## src/rtl/sync_caller_pkg.sv

```systemverilog
// Shared types and helpers for the sync valid/ready call initiator.
package sync_caller_pkg;

    // Caller states; the encoding is fixed so that waveforms and checkers
    // can decode the state register directly.
    typedef enum logic [1:0] {
        ST_IDLE  = 2'd0,
        ST_ISSUE = 2'd1,
        ST_WAIT  = 2'd2,
        ST_RESP  = 2'd3
    } state_t;

    // Timer width for a given limit: enough bits to hold LIMIT, never zero.
    function automatic int timer_width(input int limit);
        int w;
        w = $clog2(limit + 1);
        return (w < 1) ? 1 : w;
    endfunction

endpackage

```

## src/rtl/sync_timer.sv

```systemverilog
// Cycle counter for the WAIT state. It counts while enabled, is cleared on
// request, and flags the cycle in which the count reaches LIMIT-1.
// LIMIT=0 means the timer never expires.
module sync_timer
    import sync_caller_pkg::*;
#(
    parameter int LIMIT = 255,
    parameter int W     = timer_width(LIMIT)
) (
    input  logic clk,
    input  logic rst,
    input  logic i_clear,
    input  logic i_enable,
    output logic o_expire
);

    localparam logic [W-1:0] LAST = (LIMIT == 0) ? '0 : W'(LIMIT - 1);

    logic [W-1:0] r_count;

    // Count up while enabled; a clear takes priority over counting.
    always_ff @(posedge clk or posedge rst) begin
        if (rst) begin
            r_count <= '0;
        end else if (i_clear) begin
            r_count <= '0;
        end else if (i_enable) begin
            r_count <= r_count + 1'b1;
        end
    end

    assign o_expire = (LIMIT != 0) && (r_count == LAST);

endmodule

```

## src/rtl/sync_caller.sv

```systemverilog
// Initiator for the sync valid/ready call protocol. Takes one operand pair
// from the request stream, issues it to the callee, waits for the result
// (or a timeout) and returns it on the response stream.
//
// Handshake rule for every stream here: a transfer happens on a rising edge
// where valid and ready are both high; a valid side keeps its data stable
// until that edge. All outputs come straight from registers, so there is no
// combinational path from any input to any output.
module sync_caller
    import sync_caller_pkg::*;
#(
    parameter int N       = 8,
    parameter int TIMEOUT = 255,
    parameter int CNTW    = 16
) (
    input  logic            clk,
    input  logic            rst,
    input  logic            req_valid,
    output logic            req_ready,
    input  logic [N-1:0]    req_a,
    input  logic [N-1:0]    req_b,
    output logic            call_in_valid,
    input  logic            call_in_ready,
    output logic [N-1:0]    call_in0,
    output logic [N-1:0]    call_in1,
    input  logic            call_out_valid,
    output logic            call_out_ready,
    input  logic [N-1:0]    call_out0,
    output logic            rsp_valid,
    input  logic            rsp_ready,
    output logic [N-1:0]    rsp_data,
    output logic            rsp_timeout,
    output logic            busy,
    output logic [CNTW-1:0] done_count
);

    state_t          r_state;
    logic            r_req_ready;
    logic            r_call_in_valid;
    logic            r_call_out_ready;
    logic            r_rsp_valid;
    logic            r_rsp_timeout;
    logic            r_busy;
    logic [N-1:0]    r_call_in0;
    logic [N-1:0]    r_call_in1;
    logic [N-1:0]    r_rsp_data;
    logic [CNTW-1:0] r_done_count;

    logic            w_issue_hs;
    logic            w_timer_en;
    logic            w_expire;

    assign w_issue_hs = (r_state == ST_ISSUE) && call_in_ready;
    assign w_timer_en = (r_state == ST_WAIT);

    sync_timer #(
        .LIMIT (TIMEOUT)
    ) u_timer (
        .clk      (clk),
        .rst      (rst),
        .i_clear  (w_issue_hs),
        .i_enable (w_timer_en),
        .o_expire (w_expire)
    );

    // Call sequencer. Every handshake flag is registered alongside the state
    // change that implies it. req_ready is low while reset is held and comes
    // up on the first edge after release, so nothing is accepted early.
    always_ff @(posedge clk or posedge rst) begin
        if (rst) begin
            r_state          <= ST_IDLE;
            r_req_ready      <= 1'b0;
            r_call_in_valid  <= 1'b0;
            r_call_out_ready <= 1'b0;
            r_rsp_valid      <= 1'b0;
            r_rsp_timeout    <= 1'b0;
            r_busy           <= 1'b0;
            r_call_in0       <= '0;
            r_call_in1       <= '0;
            r_rsp_data       <= '0;
            r_done_count     <= '0;
        end else begin
            case (r_state)
                ST_IDLE: begin
                    r_req_ready <= 1'b1;
                    if (r_req_ready && req_valid) begin
                        r_call_in0      <= req_a;
                        r_call_in1      <= req_b;
                        r_req_ready     <= 1'b0;
                        r_call_in_valid <= 1'b1;
                        r_busy          <= 1'b1;
                        r_state         <= ST_ISSUE;
                    end
                end
                ST_ISSUE: begin
                    // Operands stay put until the callee takes them; the
                    // timeout does not run here.
                    if (call_in_ready) begin
                        r_call_in_valid  <= 1'b0;
                        r_call_out_ready <= 1'b1;
                        r_state          <= ST_WAIT;
                    end
                end
                ST_WAIT: begin
                    // A result arriving on the expiry cycle beats the timeout.
                    if (call_out_valid) begin
                        r_rsp_data       <= call_out0;
                        r_rsp_timeout    <= 1'b0;
                        r_call_out_ready <= 1'b0;
                        r_rsp_valid      <= 1'b1;
                        r_state          <= ST_RESP;
                    end else if (w_expire) begin
                        r_rsp_data       <= '0;
                        r_rsp_timeout    <= 1'b1;
                        r_call_out_ready <= 1'b0;
                        r_rsp_valid      <= 1'b1;
                        r_state          <= ST_RESP;
                    end
                end
                ST_RESP: begin
                    // Response held under backpressure; only completed calls
                    // are counted, timeouts are not.
                    if (rsp_ready) begin
                        if (!r_rsp_timeout) begin
                            r_done_count <= r_done_count + 1'b1;
                        end
                        r_rsp_valid <= 1'b0;
                        r_busy      <= 1'b0;
                        r_req_ready <= 1'b1;
                        r_state     <= ST_IDLE;
                    end
                end
                default: begin
                    r_state <= ST_IDLE;
                end
            endcase
        end
    end

    assign req_ready      = r_req_ready;
    assign call_in_valid  = r_call_in_valid;
    assign call_in0       = r_call_in0;
    assign call_in1       = r_call_in1;
    assign call_out_ready = r_call_out_ready;
    assign rsp_valid      = r_rsp_valid;
    assign rsp_data       = r_rsp_data;
    assign rsp_timeout    = r_rsp_timeout;
    assign busy           = r_busy;
    assign done_count     = r_done_count;

endmodule

```

## config.mk

```make
export PLATFORM = sky130hd
export DESIGN_NAME = sync_caller
export DESIGN_NICKNAME = d
export VERILOG_FILES = /design/src/rtl/sync_caller_pkg.sv /design/src/rtl/sync_timer.sv /design/src/rtl/sync_caller.sv
export SDC_FILE = /design/constraint.sdc
export NUM_CORES = 1
export LEC_CHECK = 0
export ABC_AREA = 1
export ABC_CLOCK_PERIOD_IN_PS = 2150
export CAP_MARGIN = 20
export CORE_MARGIN = 4
export CORE_UTILIZATION = 48
export DETAILED_ROUTE_END_ITERATION = 8
export PLACE_DENSITY = 0.8
export SLEW_MARGIN = 30
export SYNTH_ARGS = -nofsm -noshare
export SYNTH_HDL_FRONTEND = slang
export SYNTH_SLANG_ARGS = --single-unit
```

## constraint.sdc

```tcl
create_clock -name clk -period 2.15 [get_ports clk]
set_clock_uncertainty 0.05 [all_clocks]
set_input_delay 0.215 -clock clk [delete_from_list [all_inputs] [get_ports clk]]
set_output_delay 0.215 -clock clk [all_outputs]
set_load 0.01 [all_outputs]
```

Word level (Yosys, flattened, before mapping)
Index checks and enable logic that the tools add are counted.

Register bits: 56. Output and inout bits: 46. Word-level logic and storage cells: 67.

Equal/unequal tests: 8. Bitwise logic cells: 1. Add/subtract/negate cells: 2. Muxes and demuxes: 26. Reductions and logical operators: 18.

Operators with widths (number): $mux 8 (4); $add 16x1->16 const B (1); $reduce_and 3->1 (5); $reduce_bool 2->1 (6); $mux 1 (11); $mux 2 (5); $pmux 1 s2 (5); $add 8x1->8 const B (1); $eq 8x8->1 const B (1); $pmux 2 s4 (1); $ne 2x2->1 const B (3); $reduce_and 2->1 (3); $eq 2x2->1 const B (2); $reduce_and 4->1 (1); $ne 3x3->1 const B (1); $eq 2x1->1 const B (1); $logic_and 1x1->1 (2); $logic_not 2->1 (1); $not 1->1 (1).

Depth between registers and ports, before layout
Depth after elaboration: 4. Mapped depth: 10. Depth with buffers taken out: 10.

Hierarchy
From an unflattened synthesis, not the netlist that was laid out.

Cell total of the unflattened synthesis: 257. Area, all modules: 2637.5 µm².

Modules (own cells, without submodules): sync_caller (cells each 197, seq. area each 1201.2 µm², times used 1, area each 2167.1 µm²); sync_timer (cells each 60, seq. area each 200.2 µm², times used 1, area each 470.5 µm²).

Least setup slack after synthesis
OpenSTA, ideal clock, no wires.

Path type: reg2reg. Start point: register r_state[0]. End point: register u_timer.r_count[6]. Library setup time: 0.124 ns. Required time: 1.976 ns. Data arrival time: 1.312 ns. Clock period less this slack: 1.487 ns. Path slack: 0.663 ns. Cell stages (with the launch flop): 8. Cell sequence: dfrtp_1 -> inv_1 -> ha_1 -> buf_2 -> nand2_1 -> nor2_1 -> nor3b_1 -> nor3_1.

Word-level cells in the longest chain between the ends: 3. Elaborated cells on any way between the ends: 5. Those cells by class: 2 x eq/ne; 1 x mux; 2 x reduce/logical.

Ends and longest elaborated chain: start, declared (line sync_caller.sv:37) `state_t r_state;`; start signal, assigned (line sync_caller.sv:71) `r_state <= ST_IDLE;`; start signal, assigned (line sync_caller.sv:92) `r_state <= ST_ISSUE;`; start signal, assigned (line sync_caller.sv:101) `r_state <= ST_WAIT;`; $eq 2x1->1 (line sync_caller.sv:53) `assign w_issue_hs = (r_state == ST_ISSUE) && call_in_ready;`; $logic_and 1x1->1 (line sync_caller.sv:53); $mux 8 or $reduce_bool 2->1 (tied branches); end signal, assigned (line sync_timer.sv:28) `r_count <= r_count + 1'b1;`; end, declared (line sync_timer.sv:19) `logic [W-1:0] r_count;`.

Several ways; a longest one is shown, not always the timed one. A chain may end at the register's enable or synchronous reset.

Final worst setup path
Start point: register r_state[0]. End point: register u_timer.r_count[7].

Same word-level chain as after synthesis.

==> flow_metrics.tcl <==
set metrics [dict create \
    status "finished, final reports clean" \
    drive_gt1_share_pct 8.59 \
    post_cts_buffers 0 \
    track_usage_pct 18.1 \
    syn_inst 315 \
    place.gp.congestion 0.907 \
    post-route-period-util_pct 82.0 \
    grt_pass1_wl_microns 10400 \
    fill_cells 471 \
    ys_warn_count 0 \
    cts_resized 0 \
    critPathBufInv 1 \
    tritoncts "yes" \
    nNetsFinal 434 \
    finalWorstPathRequiredPeriod_ns 1.76 \
    wl_per_cell_microns 12.4 \
    multiInputGateArea_sq_mm 0.00112 \
    async_reset_ff_share_pct 100 \
    grt_start_max_net_pins 57 \
    synthToLayoutAreaGrowth_pct 34.8 \
    io_buffers 75 \
    cp.required_ns 2.30 \
    leakagePower_nw 1.76 \
    rsz0062_at_grt "no" \
    cpPeakStageDelay_ns 0.42 \
    ys.flop_type "dfrtp_1" \
    tightest_slew_ns 0.351 \
    grt_pass1_vias 2325 \
    dp_slack_ns 0.397 \
    crit_family "simple AND/OR/NAND/NOR gates" \
    synth_edf_count 0 \
    critPathCaptureType "flop" \
    core.rowCount 27 \
    cts-root-buf "clkbuf_8" \
    cts.sinks 56 \
    drv_slew 0 \
    antenna_found_initial 0 \
    setup_violations 0 \
    drt_iter0_markers 139 \
    setup_tns_ns 0 \
    htreeDepth 2 \
    crit_type "reg2reg" \
    ioPinCount 76 \
    vdd_drop_max_mv 0.591 \
    startpoint_type "flop" \
    netlist_area_sq_mm 0.00269 \
    p_per_area_mw_per_mm2 1090 \
    fmax_ghz 0.567 \
    cts_buffers 5 \
    antenna_left 0 \
    clock_path_buffers 2 \
    drc 0 \
    maxCapViolCount 0 \
    firstDrtPassIters 4 \
    crit_path_top_delay_cell "dfrtp_1" \
    place.detailed.hpwl_microns 4380 \
    syn_nets 353 \
    clkSlewWorstSetupHoldPaths_ns 0.10 \
    worst_slack_ns 0.386 \
    n_antenna_cell 0 \
    start_util_pct 49.2 \
    dieWidth_microns 82.9 \
    clk_latency_ns 0.31 \
    crit_arrival_ns 1.92 \
    routed_wirelength_microns 5780 \
    ctsHoldBuffers 0 \
    relSlewSlack_pct 76.6 \
    die_area_sq_mm 0.00687 \
    vias 2260 \
    finalHoldViolations 0 \
    gr-total-overflow 0 \
    regArea_sq_mm 0.00140 \
    die_h_microns 82.9 \
    syn_avg_cell_area_sq_um 8.54 \
    path_cells "inv_1, ha_1, nand3_1, nor2_1, nand3_1, o21ai_0, nor2_1" \
    ys_ff_latch 56 \
    path_max_fanout 11 \
    ys_types 33 \
    core_area_sq_mm 0.00547 \
    ys_seq_area_share_pct 52.1 \
    vias_per_cell 4.83 \
    min_path_type "in2async" \
]
[worst register-to-register path, stage by stage, from the launching register on]
cell	delay, ns
dfrtp_1	0.42
inv_1	0.12
ha_1	0.38
nand3_1	0.12
nor2_1	0.18
nand3_1	0.13
o21ai_0	0.19
nor2_1	0.07
[state kept, by name (all words and copies together), names as in the netlist]
name,count
done_count,16
call_in0,8
call_in1,8
rsp_data,8
u_timer.r_count,8
r_state,2
busy,1
call_in_valid,1
call_out_ready,1
req_ready,1
rsp_timeout,1
rsp_valid,1
[logic make-up after synthesis]
group,share of synthesized area (%)
buffers and inverters,6.37
AOI/OAI and AO/OA,5.02
xor gates and xnor gates,2.88
adders and majority gates,3.72
DFF,52.1
and+or+nand+nor,29.5
muxes,0.418
[final timing paths]
kind	from	end	slack [ns]	depth (start not counted)
hold / removal	rst	done_count[15]	0.21	3
hold reg to reg	call_in1[0]	call_in1[0]	0.42	2
max in group asynchronous	rst	call_out_ready	1.57	3
setup / recovery	r_state[0]	u_timer.r_count[7]	0.39	7
setup reg to reg	r_state[0]	u_timer.r_count[7]	0.39	7
min in group clk	call_out0[0]	rsp_data[0]	0.39	3
[metal layers]
layer  GRT usage [%]  part of all wire [%]  up-vias
met5               0                     0        -
met4            4.46                   1.3        0
met3            4.66                   5.7        8
met2            30.6                    49       63
met1            23.1                    44     1055
li1                -                     -     1134
[through the flow]
stage,util [%],power (mW),instances,instance area [sq um],hold slack (ns)
2_1_floorplan,-,2.54,315,2690,0.282
3_3_place_gp,64.8,3.35,461,3550,0.403
3_5_place_dp,64.8,3.43,461,3550,0.408
6_report,66.3,3.94,468,3630,0.215
4_1_cts,66.3,3.98,468,3630,0.237
5_1_grt,66.3,4.25,468,3630,0.257
[layout make-up]
type | instances | share of cell area, %
tap | 72 | 2.48
multi-input combinational | 214 | 30.8
clock inverter | 2 | 0.345
sequential | 56 | 38.6
inverter | 42 | 4.35
clock buffer | 5 | 1.90
timing repair buffer | 77 | 21.5
[report_power, final]
part,total (mW),switching [mW],internal [mW]
logic,1.71,0.854,0.855
clock network,0.546,0.324,0.221
registers,1.68,0.273,1.41
[cells in the mapped netlist, types with 2 or more instances]
library cell  instances  area [sq um]
inv_2                 4          15.0
nand2_1             117           439
a21oi_1               8          40.0
dfrtp_1              56          1400
nand2_2               4          25.0
o21ai_0               9          45.0
ha_1                  8           100
nor2_4                5          56.3
nor3_1                3          15.0
xnor2_1               4          35.0
nor2_2                4          25.0
buf_2                 2          10.0
inv_1                37           139
nand2_4               2          22.5
nand3_1              11          55.1
nor2_1               17          63.8
nand4_1               5          31.3
o21bai_1              2          15.0
xor2_1                3          26.3
[placed cells by master, fill, tap and decap left out, drive strengths merged, types with 8 or more instances in the layout]
cell type / instances
a21oi: 8
clkdlybuf4s50: 75
dfrtp: 56
ha: 8
inv: 41
nand2: 123
nand3: 13
nor2: 27
o21ai: 10
Note: power is estimated with default switching activity, not from simulation.
==> edit, RTL diff (same flow settings) <==
The 4 states of `state_t` get a one-hot encoding in 4 bits.
--- a/src/rtl/sync_caller_pkg.sv
+++ b/src/rtl/sync_caller_pkg.sv
@@ -3,11 +3,11 @@
 
     // Caller states; the encoding is fixed so that waveforms and checkers
     // can decode the state register directly.
-    typedef enum logic [1:0] {
-        ST_IDLE  = 2'd0,
-        ST_ISSUE = 2'd1,
-        ST_WAIT  = 2'd2,
-        ST_RESP  = 2'd3
+    typedef enum logic [3:0] {
+        ST_IDLE  = 4'b0001,
+        ST_ISSUE = 4'b0010,
+        ST_WAIT  = 4'b0100,
+        ST_RESP  = 4'b1000
     } state_t;
 
     // Timer width for a given limit: enough bits to hold LIMIT, never zero.
Behaviour: no difference found for any inputs over 10 cycles, from zero or initial values and one cycle with rst high; not proved beyond that.
==> edit against the unedited design <==
Cell count increased by 4.5%. Clock power increased by 57%. Count of clock-buffer cells in the layout increased by 7. Power increased by 3.4%. Critical path depth decreased by 6. Synthesized area increased by 0.65%. Combinational power decreased by 9.9%. Die area increased by 0.58%. Sequential cell count increased by 2. Routed wire length increased by 3.5%. Final area increased by 1.6%. Sequential power about the same. Worst setup slack improved by 0.094 ns. Via count increased by 5.4%. Highest routed layer unchanged.
==> edit: results (changes against the unedited design) <==
hpwl dp=4400 µm (was 4380 µm); LEAKAGE=1.80 nW (was 1.76 nW); DR WL/cell=12.2 µm (was 12.4 µm); reg2reg end=call_out_ready (was u_timer.r_count[7]); critical path's top delay family=buffers and inverters (was simple AND/OR/NAND/NOR gates); Min-Delay Path Class=primary input to async pin (unchanged); initial DRC count=123 (was 139); First-pass DRT Iterations=6 (was 4); vias in the first global route=2443 (was 2325); Area after DPL=0.00352 mm² (was 0.00355 mm²); r2r startpoint=r_state[0] (unchanged); post-cts resize count=0 (unchanged); FF-to-FF path depth=6 (was 7); Tmin final=1.67 ns (was 1.76 ns); Routability Congestion=0.774 (was 0.907); Peak VDD IR=0.000649 V (was 0.000591 V); mean post-synth cell area=8.23 µm² (was 8.54 µm²); FF-to-FF setup slack=0.49 ns (was 0.39 ns); worst slew pin tran=0.480 ns (was 0.351 ns); Via density=4.87 (was 4.83); Synth cell types=27 (was 33); crit path max fanout=7 (was 11); nets=445 (was 434); Place WS=0.397 ns (about the same); max reg flops=16 (unchanged); gr usage total=19.2% (was 18.1%); CP Launch Point=done_count[0] (was r_state[0]); CP max-delay cell=clkdlybuf4s50_1 (was dfrtp_1); status=finished, final reports clean (unchanged); CP endpoint=done_count[0] (was u_timer.r_count[7]); Area contributors post-synth=dfrtp_1 (53%), nand2_1 (20%), inv_1 (4.0%) (was dfrtp_1 (52%), nand2_1 (16%), inv_1 (5.2%)); largest net degree at the start of global routing=36 (was 57); asr flop ratio synth=100% (unchanged); worst hold slack=0.186 ns (was 0.215 ns); Reg clk slew, reported paths=0.06 ns (was 0.10 ns); share of cells above drive strength 1=7.67% (was 8.59%); critical path's largest stage delay=0.59 ns (was 0.42 ns); global-route wire length before repair=10700 µm (was 10400 µm); clock latency on the worst-skew pair=0.34 ns (was 0.31 ns); H-tree levels=3 (was 2); sequential fraction of the synthesis area=53.6% (was 52.1%); CTS Buf Count=9 (was 5)
## edit: cell types whose count changed in the layout (fill, tap and decap cells not counted), sizes merged, moves of 3 or more
cell,change
nor2,+5
nand3,+5
inv,-10
a21oi,-5
o21ai,+3
ha,-5
nand4,+3
nand2,+20
clkbuf,+7
xnor2,+3
## edit: kinds of logic (layout without fill, tap and decap cells)
family,after synthesis,count (layout),synth area share [%]
flops,58,58,53.6
simple gates,206,206,32.7
fa+ha+maj,3,3,1.39
xor+xnor,9,9,2.91
compound gates,16,16,3.09
buf+inv,37,125,6.28
## edit: final cells by class
| type | instances | area, µm² | area share [%] |
|---|---|---|---|
| Sequential cell | 58 | 1450 | 39.4 |
| Multi-Input combinational cell | 234 | 1090 | 29.5 |
| Timing Repair Buffer | 78 | 773 | 21.0 |
| Clock buffer | 12 | 145 | 3.94 |
| Inverter | 31 | 119 | 3.22 |
| Tap cell | 72 | 90.1 | 2.44 |
| Clock inverter | 4 | 20.0 | 0.543 |
## edit: stage by stage
step | utilization [%] | instances
global route | 66.9 | 489
CTS | 66.9 | 489
global placement | 63.9 | 473
finish | 66.9 | 489
floorplan | - | 329
detailed placement | 63.9 | 473
## edit: layer usage
layer / part of all wire [%] / wire length [µm] / GRT usage (%)
met4: 2.8 / 167 / 10.1
met5: 0 / 0 / 0
met1: 42 / 2500 / 22.1
met2: 48 / 2890 / 31.1
met3: 7.0 / 421 / 6.94
## edit: power groups by stage
stage                     Clock, mW  Sequential [mW]  Combinational, mW
after floorplan                   0             1.80              0.649
after global placement            0             1.68               1.52
after detailed placement          0             1.68               1.56
after CTS                     0.882             1.68               1.56
after global routing          0.938             1.73               1.72
final                         0.856             1.68               1.54
